### src/rtl/regfile_wr_arbiter.sv
// -----------------------------------------------------------------------------
// regfile_wr_arbiter
//
// Front-end controller for a register-file bank of ROWS rows, each W bits wide.
// After reset it zero-fills every row, one row per clock (CLEAR). It then
// arbitrates two write requesters (A = core writeback, B = load/debug) onto the
// bank's single write port, round-robin (RUN). Read addresses are decoded into
// one-hot row selects.
//
// Optional feature, enabled by defining the macro REGFILE_BYPASS_EN:
//   a read of the row that the bank is writing this cycle returns the new data
//   (wd) instead of the bank's stale read data.
//
// Ports
//   i_clk, i_rst            clock, asynchronous active-high reset
//   i_a_valid/addr/data     requester A write request
//   o_a_ready               A is accepted on this edge if i_a_valid
//   i_b_valid/addr/data     requester B write request
//   o_b_ready               B is accepted on this edge if i_b_valid
//   i_ra1, i_ra2            read addresses
//   o_ws, o_wd              registered one-hot write select / write data
//   o_rs1, o_rs2            combinational one-hot read selects
//   i_bank_rd1, i_bank_rd2  read data returned by the bank
//   o_rd1, o_rd2            read data to the datapath
//   o_busy                  high while the clear sequence runs
//   o_dbg_state             FSM state (0 = CLEAR, 1 = RUN)
//   o_dbg_prio              priority pointer (0 = A, 1 = B)
//
// Handshake: a write transfers on a rising edge where valid && ready are both
// high. Ready is a function of the FSM state, the priority pointer and the
// OTHER requester's valid only, never of the requester's own valid. At most one
// requester is ready-and-valid on any edge. Addresses >= ROWS still complete the
// handshake, but the write is dropped (no row selected).
// -----------------------------------------------------------------------------
module regfile_wr_arbiter #(
   parameter int ROWS = 8,
   parameter int AW   = 3,
   parameter int W    = 17
) (
   input  logic            i_clk,
   input  logic            i_rst,
   input  logic            i_a_valid,
   input  logic [AW-1:0]   i_a_addr,
   input  logic [W-1:0]    i_a_data,
   output logic            o_a_ready,
   input  logic            i_b_valid,
   input  logic [AW-1:0]   i_b_addr,
   input  logic [W-1:0]    i_b_data,
   output logic            o_b_ready,
   input  logic [AW-1:0]   i_ra1,
   input  logic [AW-1:0]   i_ra2,
   output logic [ROWS-1:0] o_ws,
   output logic [W-1:0]    o_wd,
   output logic [ROWS-1:0] o_rs1,
   output logic [ROWS-1:0] o_rs2,
   input  logic [W-1:0]    i_bank_rd1,
   input  logic [W-1:0]    i_bank_rd2,
   output logic [W-1:0]    o_rd1,
   output logic [W-1:0]    o_rd2,
   output logic            o_busy,
   output logic            o_dbg_state,
   output logic            o_dbg_prio
);

   typedef enum logic {
      ST_CLEAR = 1'b0,
      ST_RUN   = 1'b1
   } state_t;

   localparam logic PRIO_A = 1'b0;
   localparam logic PRIO_B = 1'b1;

   state_t          r_state;
   logic [AW-1:0]   r_cnt;
   logic            r_prio;
   logic [ROWS-1:0] r_ws;
   logic [W-1:0]    r_wd;

   state_t          w_state_nxt;
   logic [AW-1:0]   w_cnt_nxt;
   logic            w_prio_nxt;
   logic [ROWS-1:0] w_ws_nxt;
   logic [W-1:0]    w_wd_nxt;

   logic            w_run;
   logic            w_a_ready;
   logic            w_b_ready;
   logic            w_a_acc;
   logic            w_b_acc;
   logic [ROWS-1:0] w_rs1;
   logic [ROWS-1:0] w_rs2;

   // Decode an address into a one-hot row select; out-of-range addresses
   // produce an all-zero select.
   function automatic logic [ROWS-1:0] f_onehot(input logic [AW-1:0] addr);
      logic [ROWS-1:0] v;
      v = '0;
      for (int i = 0; i < ROWS; i++) begin
         if (addr == AW'(i)) v[i] = 1'b1;
      end
      return v;
   endfunction

   assign w_run     = (r_state == ST_RUN);
   // The pointer only matters when both requesters want the port.
   assign w_a_ready = w_run && (!i_b_valid || (r_prio == PRIO_A));
   assign w_b_ready = w_run && (!i_a_valid || (r_prio == PRIO_B));
   assign w_a_acc   = i_a_valid && w_a_ready;
   assign w_b_acc   = i_b_valid && w_b_ready;

   // State register
   always_ff @(posedge i_clk or posedge i_rst) begin
      if (i_rst) begin
         r_state <= ST_CLEAR;
         r_cnt   <= '0;
         r_prio  <= PRIO_A;
         r_ws    <= '0;
         r_wd    <= '0;
      end else begin
         r_state <= w_state_nxt;
         r_cnt   <= w_cnt_nxt;
         r_prio  <= w_prio_nxt;
         r_ws    <= w_ws_nxt;
         r_wd    <= w_wd_nxt;
      end
   end

   // Next-state and write-port logic
   always_comb begin
      w_state_nxt = r_state;
      w_cnt_nxt   = r_cnt;
      w_prio_nxt  = r_prio;
      w_ws_nxt    = '0;
      w_wd_nxt    = r_wd;
      case (r_state)
         ST_CLEAR: begin
            w_ws_nxt = f_onehot(r_cnt);
            w_wd_nxt = '0;
            if (r_cnt == AW'(ROWS - 1)) begin
               w_state_nxt = ST_RUN;
               w_cnt_nxt   = '0;
            end else begin
               w_cnt_nxt = r_cnt + AW'(1);
            end
         end
         ST_RUN: begin
            // On contention the winner is the pointed-to requester, and the
            // pointer moves to the loser.
            if (i_a_valid && i_b_valid) w_prio_nxt = ~r_prio;
            if (w_a_acc) begin
               w_ws_nxt = f_onehot(i_a_addr);
               w_wd_nxt = i_a_data;
            end else if (w_b_acc) begin
               w_ws_nxt = f_onehot(i_b_addr);
               w_wd_nxt = i_b_data;
            end
         end
         default: begin
            w_state_nxt = ST_CLEAR;
            w_cnt_nxt   = '0;
         end
      endcase
   end

   assign w_rs1 = f_onehot(i_ra1);
   assign w_rs2 = f_onehot(i_ra2);

`ifdef REGFILE_BYPASS_EN
   logic w_hit1;
   logic w_hit2;
   // The bank has not captured wd yet during the ws pulse, so forward it.
   assign w_hit1 = (r_ws != '0) && (w_rs1 == r_ws);
   assign w_hit2 = (r_ws != '0) && (w_rs2 == r_ws);
   assign o_rd1  = w_hit1 ? r_wd : i_bank_rd1;
   assign o_rd2  = w_hit2 ? r_wd : i_bank_rd2;
`else
   assign o_rd1  = i_bank_rd1;
   assign o_rd2  = i_bank_rd2;
`endif

   assign o_a_ready   = w_a_ready;
   assign o_b_ready   = w_b_ready;
   assign o_ws        = r_ws;
   assign o_wd        = r_wd;
   assign o_rs1       = w_rs1;
   assign o_rs2       = w_rs2;
   assign o_busy      = (r_state == ST_CLEAR);
   assign o_dbg_state = r_state;
   assign o_dbg_prio  = r_prio;

endmodule

### config.mk
export PLATFORM = sky130hd
export DESIGN_NAME = regfile_wr_arbiter
export DESIGN_NICKNAME = d
export VERILOG_FILES = /design/src/rtl/regfile_wr_arbiter.sv
export SDC_FILE = /design/constraint.sdc
export NUM_CORES = 1
export LEC_CHECK = 0
export ABC_AREA = 1
export BUFFER_PORTS_ARGS = -buffer_cell sky130_fd_sc_hd__buf_2
export CORE_MARGIN = 2
export CORE_UTILIZATION = 44
export DETAILED_ROUTE_END_ITERATION = 10
export PLACE_DENSITY = 0.95
export SLEW_MARGIN = 20
export SYNTH_ARGS = -nofsm -noshare
export SYNTH_HDL_FRONTEND = slang
export SYNTH_SLANG_ARGS = --single-unit
### constraint.sdc
create_clock -name i_clk -period 2.2 [get_ports i_clk]
set_input_delay 0.55 -clock i_clk [delete_from_list [all_inputs] [get_ports i_clk]]
set_output_delay 0.55 -clock i_clk [all_outputs]
set_load 0.05 [all_outputs]
After elaboration in Yosys (flattened, before gate mapping) --
Cells that the tools add are included. Widths: inputs -> output; s select.
Storage, ports and cells: register bits after elaboration 30, input bits 84, output and inout port bits 80
Cells by class: add/subtract/negate cells 1, equality and inequality tests 36, multiplexer cells 48, bitwise logic cells 2, reduce and logical (&&, ||, !) cells 15
Operators by type and width (count):
- $eq 3x3->1 const B | 20
- $mux 1 | 41
- $mux 17 | 2
- $pmux 17 s2 | 1
- $eq 3x2->1 const B | 10
- $mux 8 | 2
- $pmux 8 s2 | 1
- $eq 3x1->1 const B | 5
- $logic_not 3->1 | 5
- $logic_and 1x1->1 | 5
- $add 3x1->3 const B | 1
- $mux 3 | 1
- $ne 3x1->1 const B | 1
- $logic_not 1->1 | 2
- $logic_or 1x1->1 | 2
- $not 1->1 | 2
- $reduce_and 2->1 | 1

Logic depth before layout (Yosys ltp) --
word-level depth 7, gate-level depth with buffers 8, mapped depth without buffers 6

Worst setup path after synthesis --
Ideal clock, no wire load.
kind register to output, from reg r_state (netlist: o_dbg_state), to out o_a_ready, arrival 2.112 ns, required time 1.650 ns, path slack -0.462 ns, cell stages (with the launch flop) 4, path through dfrtp_1 -> buf_6 -> clkinv_1 -> nor2_1
On the way: word-level cells in the longest chain between the ends 1
Ends and longest elaborated chain:
- start, declared | RTL line 73 | state_t r_state;
- start signal, assigned | RTL line 120 | r_state <= w_state_nxt;
- $logic_and 1x1->1 | RTL line 106 | assign w_a_ready = w_run && (!i_b_valid || (r_prio == PRIO_A));
- end, declared | RTL line 45 | output logic o_a_ready,
No other way between the ends.

Worst setup path after layout --
Ends and elaborated chain as after synthesis.

==> results.sh <==
export IMPL_antenna_found_initial=0
export IMPL_synthTopCellsByArea="dfrtp_1, buf_4, nand3_1"
export IMPL_netlist_area_um2=2210
export IMPL_start_kind="flop"
export IMPL_cts_clk_slew_worst_paths_ps=60
export IMPL_dr_pass1_iters=6
export IMPL_power_uw=1620
export IMPL_switching_share_pct=38.7
export IMPL_nFillCells=468
export IMPL_fin_worst_skew_ps=5.34
export IMPL_pre_cts_slack_ps=387
export IMPL_start_util_pct=46.2
export IMPL_tightest_slew_ps=386
export IMPL_synthCells=311
export IMPL_grt_pass1_wl_um=7920
export IMPL_cts_path_max_buffers=2
export IMPL_ir_worst_vdd_mv=0.219
export IMPL_slew_viol_final=0
export IMPL_use_met2_pct=32.6
export IMPL_yosysTopAreaCellShare_pct=34.0
export IMPL_r2r_start="o_dbg_prio$_DFFE_PP0P_"
export IMPL_power_switching_uw=628
export IMPL_path_class="flop to output port"
export IMPL_core_area_um2=4790
export IMPL_relSlewSlack_pct=74.2
export IMPL_cts_buffers=5
export IMPL_use_met3_pct=5.09
export IMPL_status="finished clean"
export IMPL_synth_top_area_cell="dfrtp_1"
export IMPL_grt_max_degree=20
export IMPL_internal_power_uw=994
export IMPL_syn_to_final_growth_pct=16.9
export IMPL_post_route_util_pct=54.0
export IMPL_insertedDiodeCount=0
export IMPL_wirelength_um=4990
export IMPL_cts_hold_buf=0
export IMPL_rsz0062_at_grt="false"
export IMPL_cp_slowest_cell="dfrtp_1"
export IMPL_fin_crit_ps=2040
export IMPL_pwr_share_seq_pct=38.7
export IMPL_gp_congestion=0.859
export IMPL_finalHoldViolCount=0
export IMPL_post_cts_buffers=0
export IMPL_fin_crit_sh_pct=92.6
export IMPL_syn_avg_cell_area_um2=7.11
export IMPL_setup_ws_ps=163
export IMPL_drive_gt1_share_pct=34.3
export IMPL_use_met1_pct=21.3
export IMPL_postCtsResizedCells=0
export IMPL_drt_iter0_drc=90
export IMPL_grt_busiest_layer="met2"
export IMPL_path_cells="clkinv_2, nor2_4, buf_2"
export IMPL_drc=0
export IMPL_viasPerCell=4.52
export IMPL_fp_dieArea_um2=5610
export IMPL_critical_path_buf_inv_count=2
export IMPL_ioPinCount=164
export IMPL_dp_hpwl_um=3970
export IMPL_power_frac_comb_pct=34.4
export IMPL_syn_num_nets=401
export IMPL_powerDensity_nw_per_um2=628
export IMPL_rrSetupSlack_ps=860
export IMPL_vias=2002
export IMPL_ys_warn_count=0
export IMPL_worst_ep_arrival_time_ps=1490
export IMPL_die_y_um=74.9
export IMPL_ys_seq_elements=30
export IMPL_port_buffers=95
export IMPL_tritoncts="done"
export IMPL_pwr_share_clk_pct=26.9
export IMPL_reg2reg_to="o_ws[6]$_DFF_PP0_"
export IMPL_min_path_type="input pin to async pin"
export IMPL_yosysSeqAreaShare_pct=34.0
export IMPL_nets=465
export IMPL_cp_max_fo=10
export IMPL_insertion_delay_ps=270
export IMPL_grt_pass1_vias=1810
export IMPL_maxCapViolCount=0
export IMPL_cts_root_buf="clkbuf_8"
export IMPL_h_tree_depth=2
export IMPL_cp_end_kind="output port"
export IMPL_crit_family="flip-flops"
export IMPL_grt_remaining_overflow=0
export IMPL_grt_use_total_pct=18.6
export IMPL_wl_per_cell_um=11.3
export IMPL_ant_nets=0
export IMPL_cts_sinks=30
export IMPL_cpPeakStageDelay_ps=560
export IMPL_p_leak_uw=0.00158
export IMPL_rows=25
export IMPL_ys_types=21
export IMPL_r2r_cells=6
export IMPL_worstPathRequired_ps=1650
export IMPL_setup_viol=0
export IMPL_fmax_ghz=0.491
export IMPL_fp_dieW_um=74.9
## synth_stat cells
| library cell | count |
|---|---|
| nand2_4 | 2 |
| nand3_1 | 53 |
| dfrtp_1 | 30 |
| buf_4 | 37 |
| ha_1 | 6 |
| nand2_2 | 11 |
| buf_2 | 1 |
| inv_1 | 53 |
| nor2_1 | 20 |
| o21a_1 | 1 |
| nor2_4 | 1 |
| nand2_1 | 68 |
| o21ai_1 | 1 |
| inv_2 | 1 |
| clkinv_1 | 1 |
| buf_12 | 1 |
| o21ai_0 | 3 |
| buf_6 | 3 |
| nor3_1 | 16 |
| nand2_8 | 1 |
| clkinv_8 | 1 |
## power groups by stage
stage	combinational, uW	sequential (uW)	clock, uW
after global placement	552	636	0
final	558	628	437
after detailed placement	562	637	0
after floorplan	405	811	0
after CTS	563	628	457
after global routing	603	633	483
## cell type report
type	count	area, um^2	area share, %
Clock inverter	1	5.00	0.194
Sequential cell	30	751	29.1
Tap cell	67	83.8	3.24
Clock buffer	7	86.3	3.34
Timing Repair Buffer	99	505	19.6
Multi-Input combinational cell	183	928	35.9
Inverter	56	224	8.67
## placed cells by master, fill, tap and decap left out, types with 6 or more instances in the layout
cell      count
buf_2        95
clkbuf_8      6
dfrtp_1      30
ha_1          6
inv_1        53
nand2_1      68
nand2_2      11
nand3_1      53
nor2_1       19
nor3_1       12
## logic make-up after synthesis
logic type / count (synthesis) / synth area share, %
compound gates: 5 / 1.24
fa+ha+maj: 6 / 3.40
buf+inv: 98 / 25.3
flops: 30 / 34.0
simple gates: 172 / 36.1
## worst max path at each step
stage                                startpoint   endpoint  cells after the start
after floorplan                        i_ra1[2]   o_rs1[5]                      2
after CTS                 o_dbg_state$_DFF_PP0_  o_a_ready                      3
after detailed placement              i_a_valid  o_b_ready                      5
after global routing      o_dbg_state$_DFF_PP0_  o_a_ready                      3
final                     o_dbg_state$_DFF_PP0_  o_a_ready                      3
after global placement                i_a_valid  o_b_ready                      5
## flip-flops by register name, indices dropped and copies added (netlist names)
register     count
o_dbg_state      1
o_dbg_prio       1
o_ws             8
r_cnt            3
o_wd            17
## through the flow
stage          hold slack, ps  setup TNS [ps]  std cells  area [um^2]
6_report                  250               0        443         2580
5_1_grt                   256               0        443         2580
4_1_cts                   247               0        443         2580
3_5_place_dp              465               0        435         2490
3_3_place_gp              462               0        435         2490
2_1_floorplan             548            -244        311         2240
## metal layers
layer / up-vias / wire (um)
li1: 1049 / -
met1: 848 / 2080
met2: 93 / 2460
met3: 12 / 381
met4: 0 / 72
met5: - / 0
No activity file was read; power rests on OpenSTA's default activity.
